**src/rtl/cpu_pkg.sv**
```systemverilog
// Shared opcode, ALU and state definitions for the accumulator CPU control path.
package cpu_pkg;

  localparam logic [7:0] OP_STORE  = 8'h01;
  localparam logic [7:0] OP_LOAD   = 8'h02;
  localparam logic [7:0] OP_ADD    = 8'h03;
  localparam logic [7:0] OP_SUB    = 8'h04;
  localparam logic [7:0] OP_JMPGEZ = 8'h05;
  localparam logic [7:0] OP_HALT   = 8'h07;
  localparam logic [7:0] OP_MUL    = 8'h08;
  localparam logic [7:0] OP_SHL    = 8'h0E;

  localparam int unsigned ALU_W = 3;
  localparam logic [ALU_W-1:0] ALU_PASS = 3'd0;
  localparam logic [ALU_W-1:0] ALU_ADD  = 3'd1;
  localparam logic [ALU_W-1:0] ALU_SUB  = 3'd2;
  localparam logic [ALU_W-1:0] ALU_SHL  = 3'd3;
  localparam logic [ALU_W-1:0] ALU_MUL  = 3'd4;

  typedef enum logic [2:0] {
    FETCH, DECODE, OPERAND, EXEC, MULWAIT, WRITE, HALT
  } state_t;

  // Instruction class as seen by the sequencer.
  typedef struct packed {
    logic             needs_operand;
    logic             is_write;
    logic             is_jump;
    logic             is_halt;
    logic             is_mul;
    logic             is_exec;
    logic [ALU_W-1:0] alu_op;
  } op_class_t;

endpackage

```
**src/rtl/cpu_ctrl_decode.sv**
```systemverilog
// Opcode classifier: maps IR[15:8] to the sequencing class and ALU operation.
module cpu_ctrl_decode
  import cpu_pkg::*;
(
  input  logic [7:0] opcode,
  output op_class_t  cls
);

  always_comb begin
    cls        = '0;
    cls.alu_op = ALU_PASS;
    case (opcode)
      OP_STORE:  cls.is_write = 1'b1;
      OP_LOAD:   cls.needs_operand = 1'b1;
      OP_ADD: begin
        cls.needs_operand = 1'b1;
        cls.alu_op        = ALU_ADD;
      end
      OP_SUB: begin
        cls.needs_operand = 1'b1;
        cls.alu_op        = ALU_SUB;
      end
      OP_MUL: begin
        cls.needs_operand = 1'b1;
        cls.is_mul        = 1'b1;
        cls.alu_op        = ALU_MUL;
      end
      OP_SHL: begin
        cls.is_exec = 1'b1;
        cls.alu_op  = ALU_SHL;
      end
      OP_JMPGEZ: cls.is_jump = 1'b1;
      OP_HALT:   cls.is_halt = 1'b1;
      default:   ;
    endcase
  end

endmodule

```
**src/rtl/cpu_ctrl_seq.sv**
```systemverilog
// Moore control sequencer for the accumulator CPU (fetch/decode/operand/exec/write).
// Optional macro SINGLE_STEP_EN adds a Step input that gates each instruction fetch.
module cpu_ctrl_seq
  import cpu_pkg::*;
#(
  parameter int unsigned       ADDR_W       = 8,
  parameter int unsigned       DATA_W       = 16,
  parameter logic [ADDR_W-1:0] RESET_PC     = '0,
  parameter int unsigned       MUL_MAX_WAIT = 32
) (
  input  logic              CLK,
  input  logic              RST,
  input  logic [DATA_W-1:0] Mem_Dout,
  input  logic [DATA_W-1:0] Acc,
  input  logic              Mul_Done,
`ifdef SINGLE_STEP_EN
  input  logic              Step,
`endif
  output logic [ADDR_W-1:0] Mem_Addr,
  output logic              Mem_R_W,
  output logic [2:0]        Alu_Op,
  output logic              Acc_Ld,
  output logic              Mul_Start,
  output logic [ADDR_W-1:0] PC,
  output logic [DATA_W-1:0] IR,
  output logic              Halted,
  output logic              Err
);

  localparam int unsigned CNT_W = (MUL_MAX_WAIT > 2) ? $clog2(MUL_MAX_WAIT) : 1;
  localparam logic [CNT_W-1:0] CNT_LAST = CNT_W'(MUL_MAX_WAIT - 1);

  state_t            state;
  logic [ADDR_W-1:0] pc;
  logic [DATA_W-1:0] ir;
  logic [CNT_W-1:0]  cnt;
  logic              err;
  op_class_t         cls;
  logic              step_ok;
  logic              unused_acc;

  wire [ADDR_W-1:0] opnd_addr = ir[ADDR_W-1:0];

  // Only the sign bit of the accumulator steers control.
  assign unused_acc = ^Acc[DATA_W-2:0];

`ifdef SINGLE_STEP_EN
  assign step_ok = Step;
`else
  assign step_ok = 1'b1;
`endif

  cpu_ctrl_decode u_dec (
    .opcode (ir[DATA_W-1 -: 8]),
    .cls    (cls)
  );

  always_ff @(posedge CLK) begin
    if (RST) begin
      state <= FETCH;
      pc    <= RESET_PC;
      ir    <= '0;
      cnt   <= '0;
      err   <= 1'b0;
    end else begin
      case (state)
        FETCH: if (step_ok) begin
          ir    <= Mem_Dout;
          pc    <= pc + ADDR_W'(1);
          state <= DECODE;
        end
        DECODE: begin
          if (cls.is_halt)            state <= HALT;
          else if (cls.is_write)      state <= WRITE;
          else if (cls.needs_operand) state <= OPERAND;
          else if (cls.is_exec)       state <= EXEC;
          else begin
            if (cls.is_jump && !Acc[DATA_W-1]) pc <= opnd_addr;
            state <= FETCH;
          end
        end
        OPERAND: begin
          cnt   <= '0;
          state <= cls.is_mul ? MULWAIT : EXEC;
        end
        EXEC:  state <= FETCH;
        WRITE: state <= FETCH;
        MULWAIT: begin
          if (Mul_Done) state <= FETCH;
          else if (cnt == CNT_LAST) begin
            err   <= 1'b1;
            state <= HALT;
          end else cnt <= cnt + CNT_W'(1);
        end
        HALT:    state <= HALT;
        default: state <= FETCH;
      endcase
    end
  end

  // Output decode of registered state; the single input dependency is Acc_Ld
  // tracking Mul_Done in MULWAIT so the product is captured on the done cycle.
  always_comb begin
    Mem_Addr  = pc;
    Mem_R_W   = 1'b0;
    Alu_Op    = ALU_PASS;
    Acc_Ld    = 1'b0;
    Mul_Start = 1'b0;
    case (state)
      DECODE:  Mem_Addr = opnd_addr;
      OPERAND: begin
        Mem_Addr  = opnd_addr;
        Mul_Start = cls.is_mul;
      end
      EXEC: begin
        Mem_Addr = opnd_addr;
        Acc_Ld   = 1'b1;
        Alu_Op   = cls.alu_op;
      end
      MULWAIT: begin
        Mem_Addr = opnd_addr;
        Alu_Op   = ALU_MUL;
        Acc_Ld   = Mul_Done;
      end
      WRITE: begin
        Mem_Addr = opnd_addr;
        Mem_R_W  = 1'b1;
      end
      default: ;
    endcase
  end

  assign PC     = pc;
  assign IR     = ir;
  assign Halted = (state == HALT);
  assign Err    = err;

endmodule
```
**config.mk**
```make
export PLATFORM = sky130hd
export DESIGN_NAME = cpu_ctrl_seq
export DESIGN_NICKNAME = d
export VERILOG_FILES = /design/src/rtl/cpu_pkg.sv /design/src/rtl/cpu_ctrl_decode.sv /design/src/rtl/cpu_ctrl_seq.sv
export SDC_FILE = /design/constraint.sdc
export NUM_CORES = 1
export LEC_CHECK = 0
export ABC_CLOCK_PERIOD_IN_PS = 1800
export CORE_ASPECT_RATIO = 0.9
export CORE_MARGIN = 8
export CORE_UTILIZATION = 39
export DETAILED_ROUTE_END_ITERATION = 7
export GPL_TIMING_DRIVEN = 0
export PLACE_DENSITY_LB_ADDON = 0.05
export SLEW_MARGIN = 0
export SYNTH_ARGS = -nofsm -noshare
export SYNTH_HDL_FRONTEND = slang
export SYNTH_SLANG_ARGS = --single-unit
```
**constraint.sdc**
```tcl
create_clock -name CLK -period 1.8 [get_ports CLK]
set_input_delay 0.45 -clock CLK [delete_from_list [all_inputs] [get_ports CLK]]
set_output_delay 0.45 -clock CLK [all_outputs]
set_load 0.005 [all_outputs]
```
==> impl_results.md <==
- Status: finished, violations left
- Failing checks: setup timing
- Largest net degree at the start of global routing: 11
- Slew HR: 62.7%
- Syn-to-layout area delta: 66.3%
- Hold Crit Class: flop to flop
- Final ANT Viol Nets: 0
- Synth area leaders: dfxtp_1 (35%), nand2_1 (9.2%), a21oi_1 (7.5%)
- Die width: 89 microns
- Num ports: 75
- Starting Density: 39.4%
- Core ar.: 4740 sq um
- Post-synth top flop: dfxtp_1
- Setup ws final: -391 ps
- Initial antenna violation count: 0
- VDD IR max: between 0.5 and 0.6 mV
- RePlAce Congestion: slightly above 0.8
- DR pass1 iterations: 4
- Crit start category: flop
- Compound-Gate Fraction of Synth Area: a little over 20%
- Crit. End Element: output port
- CP Cell Sequence: buf_6, or3_4, nand2_8, buf_6, mux2_4, buf_6
- Commonest non-fill, non-tap cell in the layout: nand2_1
- Max Fclk: 0.456 GHz
- Fin crit period: between 2000 and 2500 ps
- Area leader, netlist: dfxtp_1
- Post-route DRC: 0
- Setup Skew: 4.24 ps
- Final Max Tran Viols: 0
- Mapped Avg Cell Area: 7.96 sq um
- Crit path DAT: 1740 ps
- Power per Cell Area: around 700 nW/um^2
- Synth top area share: 35.3%
- Post-Syn Area: 1870 sq um
- Proportion of layout cells with a drive suffix above 1: 33.4%
- MaxCap Viol Count: 0
- Synth unique cells: 50
- Chip height: between 80 and 90 microns
- Post-Synth XOR/XNOR Area: 1.87%
- Total Wirelength: 6390 microns
- Wire length per cell: between 15 and 20 microns
- Dpl cells: 358
- Async set-reset flop share out of synthesis: 0%
- Cts bufs inserted: 5
- Number of fill cells: 440
- Vias per inst: 5.35
- Worst-skew pair later-pin latency: 280 ps
- Dpl ws: -560 ps
- HPWL Detailed: 4300 microns
- Number of port buffers: 58
- Worst-margin pin slew: 559 ps
- Cts hold-fix bufs: 0
- Die Area: 7270 sq um
- Multi-input gate area: 1310 sq um
- CP peak stage delay: 400 ps
- Vias in the first global route: 2,120
- Global-route wire length before repair: roughly 11,000 microns
- Finished Layout Cells: 391
- #FFs+latches synth: 33
- Final Cycle Share: 122%
- Worst EP required: 1350 ps
- Synth Net Count: 273
- Finished Core Util: 65.6%
- Synth Area in Simple Gates: 28.6%
- Critical path peak fanout: 4
- CTS tree: built
- Synth Area in Adders: about 2%
- Slowest cell on the critical path: or3_4
- Post-synth EDFFs: 0
- Warnings, synthesis: 0
- Design Power: 2.18 mW
- Main combinational cell family by area after synthesis: simple AND/OR/NAND/NOR gates
- Seq/Total Area, Yosys: around a third
- RSZ-0062 raised after global routing: true
- Row cnt: 24
- H-tree depth: 2
- TritonCTS Sinks: 33
- CTS root buf: clkbuf_8
- Total congestion overflow: 0
- Leak pwr: approximately 1.2 nW
- Worst Path Class, Setup: flop to output port
- Final setup viols: 25
- Final Hold Vio Count: 0
- Clock Tree Buf Depth: 2
- Storage cell area: 684 sq um
- DRT iter0 DRCs: 149
- Via count: 2,090
- Tot GR Track Use: 18.4%
- Final nets: 364
- Mapped Cells: 235
- Mux cell area share after synthesis: approximately 5.4%
- Critical path's most frequent cell: buf_6
- Antenna diode count: 0
- Most frequent cells in the layout: nand2_1 (44), clkdlybuf4s50_1 (42), a21oi_1 (27)
- Clk slew on worst S/H paths: 70 ps
per-stage QoR:
| stage | hold slack [ps] | setup TNS (ps) | instance area [sq um] |
|---|---|---|---|
| after floorplan | 456 | -205 | 1920 |
| after global placement | 453 | -10430 | 2580 |
| after detailed placement | 467 | -10550 | 2580 |
| after CTS | 483 | -5240 | 3010 |
| after global routing | 510 | -9050 | 3110 |
| final | 481 | -5050 | 3110 |
cell type report:
| type | count | area share, % |
|---|---|---|
| sequential | 33 | 22.0 |
| clock buffer | 7 | 2.78 |
| timing repair buffer | 85 | 25.5 |
| inverter | 8 | 0.965 |
| buffer | 17 | 3.90 |
| tap | 65 | 2.61 |
| multi-input combinational | 176 | 42.2 |
Yosys cell counts, drive strengths merged, types with 2 or more instances:
| cell | n |
|---|---|
| nand3b | 4 |
| nand2b | 5 |
| ha | 3 |
| a31oi | 4 |
| inv | 8 |
| nor4 | 3 |
| dfxtp | 33 |
| nor4b | 2 |
| o22ai | 3 |
| o32ai | 2 |
| a211oi | 3 |
| a311oi | 2 |
| nand3 | 8 |
| a22oi | 2 |
| mux2 | 8 |
| o21ai | 2 |
| nor2 | 9 |
| nand4 | 4 |
| a221oi | 2 |
| clkbuf | 8 |
| and4 | 2 |
| o22a | 2 |
| xnor2 | 4 |
| or4 | 2 |
| buf | 10 |
| nor3 | 8 |
| nand2 | 46 |
| a21oi | 28 |
| and3 | 3 |
routing by layer:
metal | vias to the layer above | share of wire [%] | GRT usage, %
li1 | 1031 | - | -
met1 | 979 | 45 | 24.1
met2 | 73 | 48 | 29.3
met3 | 7 | 6.4 | 4.20
met4 | 0 | 0.99 | 5.64
met5 | - | 0 | 0
kinds of logic after synthesis:
family	Yosys count
xor gates and xnor gates	4
and+or+nand+nor	102
adders and majority gates	3
buffers and inverters	26
DFF	33
AOI/OAI and AO/OA	58
muxes	9
report_power, final:
group / internal (mW) / leakage (nW) / switching, mW
clock network: 0.303 / 0.0443 / 0.254
logic: 0.417 / 0.897 / 0.332
registers: 0.788 / 0.277 / 0.0812
flip-flops by register name, indices dropped and copies added, names as in the netlist:
name and cells:
Err 1, IR 16, state 3, PC 8, cnt 5
critical path, delay by kind of cell, from the launching register on:
family                 cells  cell delay [ps]
buffers and inverters      3              350
multiplexers               1              310
AND/OR/NAND/NOR            2              480
flip-flops                 1              330
repair_timing:
| item | 4_1_cts | 5_1_grt |
|---|---|---|
| setup buffers | 22 | 5 |
| gates resized for setup | 111 | 20 |
| setup endpoints to repair | 27 | 50 |
| pin swaps | 14 | 6 |
final timing paths:
path	start	end	slack, ps	cells past startpoint
worst max-delay path	state[2]	Mem_Addr[5]	-390	6
worst min-delay path	Err	Err	480	2
worst max register to register	state[0]	PC[0]	-190	7
worst min register to register	Err	Err	480	2
Power figures use the tool's default switching activity.
==> RTL change 1 (config.mk and constraints unchanged) <==
Re-encode `state_t` (7 states) as Gray code, 3 bits wide.
--- a/src/rtl/cpu_pkg.sv
+++ b/src/rtl/cpu_pkg.sv
@@ -18,7 +18,7 @@
   localparam logic [ALU_W-1:0] ALU_MUL  = 3'd4;
 
   typedef enum logic [2:0] {
-    FETCH, DECODE, OPERAND, EXEC, MULWAIT, WRITE, HALT
+    FETCH = 3'b000, DECODE = 3'b001, OPERAND = 3'b011, EXEC = 3'b010, MULWAIT = 3'b110, WRITE = 3'b111, HALT = 3'b101
   } state_t;
 
   // Instruction class as seen by the sequencer.
Behaviour: same outputs for any inputs over 10 cycles, from zero or initial values and one cycle with RST high; not proved beyond that.
==> RTL change 1 against the unedited design <==
- the run still ends with negative setup slack left
- routed wire length down 0.58%
- combinational power rose by 80%
- cell area increased by 0.40%
- sequential cell count unchanged
- worst setup slack improved by 140 ps
- power rose by 37%
- via count fell by 0.53%
- synthesized area shrank 0.67%
- largest cell class unchanged
- largest power group is now combinational cells
==> RTL change 1: results (changes against the unedited design) <==
* First-pass GRT wire length at 9880 microns (-6.4%)
* PortBufs at 59 (+1.7%)
* Synth Area in Adders at 2.020% (+0.014 points)
* Multi-input gates at 180 (+2.3%)
* Int Pwr at 0.001983 W (+31%)
* Seq area share at 21.55% (-0.45 points)
* Crit Path Max Fanout at 2 (-2)
* Post-route setup slack at -248.2 ps (+142.8 ps)
* Dpl ws at -678.4 ps (-118.1 ps)
* CP endpoint: Alu_Op[2]
* Final Setup Violations at 14 (-44%)
* Sequential area share after synthesis at 35.56% (+0.24 points)
* Slew @ Worst Pin at 604.5 ps (+45.30 ps)
* Delay of the slowest cell on the worst path at 340 ps (-60 ps)
* Post-Place Cells at 357 (-0.28%)
* Drt wl/cell at 15.99 microns (-2.1%)
* Filler Cell Count at 408 (-7.3%)
* Clock-cell share at 3.325% (+0.55 points)
* Dominant cells by area after synthesis: dfxtp_1 (36%), nand2_1 (9.1%), a21oi_1 (8.4%), mux2_2 (4.8%), nor2_1 (2.8%)
* Pleak at 1.282 nW (+5.2%)
* Total GRT Usage at 17.43% (-0.95 points)
* Post-synth cell types at 45 (-10%)
* Vias/cell at 5.237 (-2.0%)
* Buffering overhead at 31.33% (+1.9 points)
* Status: finished, violations left
* Worst-Skew Late Latency at 300 ps (+20 ps)
* Reg-to-reg startpoint: cnt[1]
* Syn avg cell area at 7.974 sq um (+0.18%)
* Share of cells above drive strength 1 at 33.13% (-0.30 points)
* Logic inverters at 3 (-5)
* Top cells by count, synth: nand2_1 (45), dfxtp_1 (33), a21oi_1 (31), nor2_1 (14), buf_2 (10)
* Clock share of power at 23.3% (-2.3 points)
* Worst path slowest cell: dfxtp_2
* Violated checks: negative setup slack
* Dpl cell area at 2547 sq um (-1.4%)
* Proportion of synthesized area in mux cells at 5.387% (+0.036 points)
* Sequential cell area at 673.1 sq um (-1.6%)
* Power in sequential cells at 0.000933 W (+7.4%)
* Initial drt markers at 130 (-13%)
* Nets at 370 (+1.6%)
* Synth Area in XOR/XNOR at 2.828% (+0.96 points)
* Clk_skew at 13.03 ps (+8.785 ps)
==> RTL change 1: metal layers <==
layer  vias to the layer above  share of wire (%)  track usage (%)
li1                       1027                  -                -
met1                       997                 48            23.23
met2                        51                 47            26.72
met3                         4                5.2            5.500
met4                         0               0.46            4.047
met5                         -                  0                0
==> RTL change 1: how the worst min path moves through the flow <==
stage / start / to / slack [ps]
2_1_floorplan: cnt[1] / cnt[1] / 450
3_3_place_gp: Err / Err / 460
4_1_cts: Err / Err / 480
3_5_place_dp: Err / Err / 460
5_1_grt: IR[3] / IR[3] / 510
6_report: Err / Err / 470
==> RTL change 1: per-stage QoR <==
step	hold slack, ps	util (%)	TNS, ps
final	470.7	66.24	-2086
after global routing	514.5	66.24	-5294
after CTS	475.0	63.24	-1978
after detailed placement	456.9	54.03	-12420
after global placement	459.1	54.03	-12570
after floorplan	451.3	-	0
==> RTL change 1: timing repair <==
item                       in CTS  in global routing
resized for setup             104                 28
setup buffers                  24                  9
setup endpoints to repair      16                 38
pin swaps                       6                  5
==> RTL change 2 (same settings) <==
Made on the original files. Change the parameter `ADDR_W` from 8 to 7.
--- a/src/rtl/cpu_ctrl_seq.sv
+++ b/src/rtl/cpu_ctrl_seq.sv
@@ -3,7 +3,7 @@
 module cpu_ctrl_seq
   import cpu_pkg::*;
 #(
-  parameter int unsigned       ADDR_W       = 8,
+  parameter int unsigned       ADDR_W       = 7,
   parameter int unsigned       DATA_W       = 16,
   parameter logic [ADDR_W-1:0] RESET_PC     = '0,
   parameter int unsigned       MUL_MAX_WAIT = 32
Ports: changed (resized Mem_Addr and PC); port bits go from 75 to 73. The function was not compared with the original's and may differ.
==> RTL change 2 against the unedited design <==
- synthesized area decreased by 6.6%
- the flow still finishes with violations (negative setup slack)
- cell area shrank 4.7%
- die area is 5.3% lower
- first-iteration DRC count fell by 30%
- clock skew fell by 2.0 ps
- sequential cell count is 1 lower
- critical endpoint is now Mul_Start
- clock power is 37% higher
- non-clock buffer count decreased by 12
- worst setup slack got worse by 400 ps
- sequential share of layout area about the same
- fmax decreased by 16%
- sequential power hardly changed
- power grew 21%
- routed wire length down 6.4%
==> RTL change 2: results (changes against the unedited design) <==
* Worst hold endpoint: IR[7]
* Hold Path Origin: IR[7]
* Reg2Reg Setup Slack at -200 ps
* Initial antenna violation count at 0 (unchanged)
* Post-synth cell types at 37 (-26%)
* Max VDD drop at 0.7441 mV (+49%)
* Most frequent cell after synthesis: nand2_1
* Worst Setup SP: IR[13]
* Vias/cell at 5.268 (-1.5%)
* Worst path slowest cell: or4_4
* Clock buffer depth at 2 (unchanged)
* Syn nets at 263 (-3.7%)
* PortBufs at 57 (-1.7%)
* Share of cells above drive strength 1 at 34.42% (+0.98 points)
* Dpl cell area at 2456 sq um (-4.9%)
* Reg-to-reg startpoint: cnt[0]
* First-pass GRT wire length at 9563 microns (-9.4%)
* Clk_skew at 2.287 ps (-1.954 ps)
* FFs w/ async S/R, synth at 0% (unchanged)
* TNS Setup at -7748 ps (-2700 ps)
* Top cells by count, synth: nand2_1 (50), dfxtp_1 (32), a21oi_1 (20), clkbuf_1 (14), o21ai_0 (13)
* Fin util at 67.73% (+2.2 points)
* Crit path DAT at 2140 ps (+400 ps)
* Violated checks: negative setup slack
* Nets at 345 (-5.2%)
* Slew @ Worst Pin at 543.5 ps (-15.79 ps)
* # diodes at 0 (unchanged)
* Final GP Congestion at 0.8259 (+1.0%)
* CP top delay family: simple AND/OR/NAND/NOR gates
* RR Endpoint: cnt[0]
* Pleak at 1.153 nW (-5.4%)
* Initial drt markers at 104 (-30%)
* Total GRT Usage at 17.39% (-0.99 points)
* Root buffer cell: clkbuf_8
* Met3 Track Usage GR at 5.967% (+1.8 points)
* Hold WC Path Type: reg2reg
* Largest net degree at the start of global routing at 11 (unchanged)
* Delay of the slowest cell on the worst path at 550 ps (+150 ps)
* Met1 Routed Length at 2754 microns (-4.2%)
* Vias in the first global route at 1922 (-9.3%)
* Crit Path Max Fanout at 2 (-2)
* Met2 usage at 26.24% (-3.1 points)
* Metal3 WL at 450 microns (+11%)
* Met1 usage at 21.84% (-2.2 points)
* Sequential area share after synthesis at 36.65% (+1.3 points)
* Post-route setup slack at -794.1 ps (-403.2 ps)
* Max layer used: met4
* Filler Cell Count at 379 (-14%)
* Status: finished, violations left
* Detailed Route WL at 5979 microns (-6.4%)
* DP HPWL at 3959 microns (-7.9%)
* Dominant cells by area after synthesis: dfxtp_1 (37%), nand2_1 (11%), a21oi_1 (5.7%), mux2_2 (4.5%), o21ai_0 (3.7%)
* CTS clk-pin slew, worst paths at 70 ps (about the same)
* H-tree levels at 2 (unchanged)
* WL met2 at 2674 microns (-12%)
* Final Setup Violations at 27 (+8.0%)
RTL change 2: changes by cell type after synthesis, moves of 5 or more:
cell      unedited run  this run
a21oi_1             28        20
buf_2                6         1
clkbuf_1             8        14
o21ai_0              2        13
RTL change 2: logic make-up (layout without fill, tap and decap cells):
kind of cell / after synthesis / count (layout) / synth area share, %
mux: 8 / 8 / 5.083
fa+ha+maj: 3 / 3 / 2.148
flops: 32 / 32 / 36.65
compound gates: 55 / 55 / 19.26
buf+inv: 20 / 103 / 4.366
xor+xnor: 3 / 3 / 1.503
simple gates: 104 / 104 / 31.00
RTL change 2: what timing repair did:
item                                    in CTS  in global routing
endpoints found under the setup margin      44                 37
setup buffers                               16                  5
pin swaps                                    7                 18
gates resized for setup                    105                 34
gates cloned                                 0                  0
RTL change 2: where the power goes:
part           total (W)  leakage, nW  internal [W]  switching (W)
sequential      0.000872        0.266      0.000784      0.0000875
combinational    0.00100        0.822      0.000534       0.000467
clock           0.000764       0.0645      0.000488       0.000275
RTL change 2: stage by stage:
stage	setup slack, ps	std cells	hold WS, ps
2_1_floorplan	-397.4	225	452.4
3_3_place_gp	-946.0	344	441.1
3_5_place_dp	-949.0	344	448.8
4_1_cts	-802.7	367	456.2
5_1_grt	-826.9	370	500.4
6_report	-794.1	370	454.5
RTL change 2: worst max-delay path by stage:
stage,to,slack [ps],cells after the start
floorplan,Mul_Start,-400,4
global placement,Mul_Start,-950,5
detailed placement,Mul_Start,-950,5
CTS,Mul_Start,-800,5
global route,Mul_Start,-830,5
finish,Mul_Start,-790,5
RTL change 2: layout make-up:
class	instances	area share (%)
Inverter	5	0.6334
Multi-Input combinational cell	173	42.36
Sequential cell	32	22.04
Clock inverter	1	1.014
Timing Repair Buffer	77	25.30
Clock buffer	7	3.252
Buffer	13	2.787
Tap cell	62	2.618
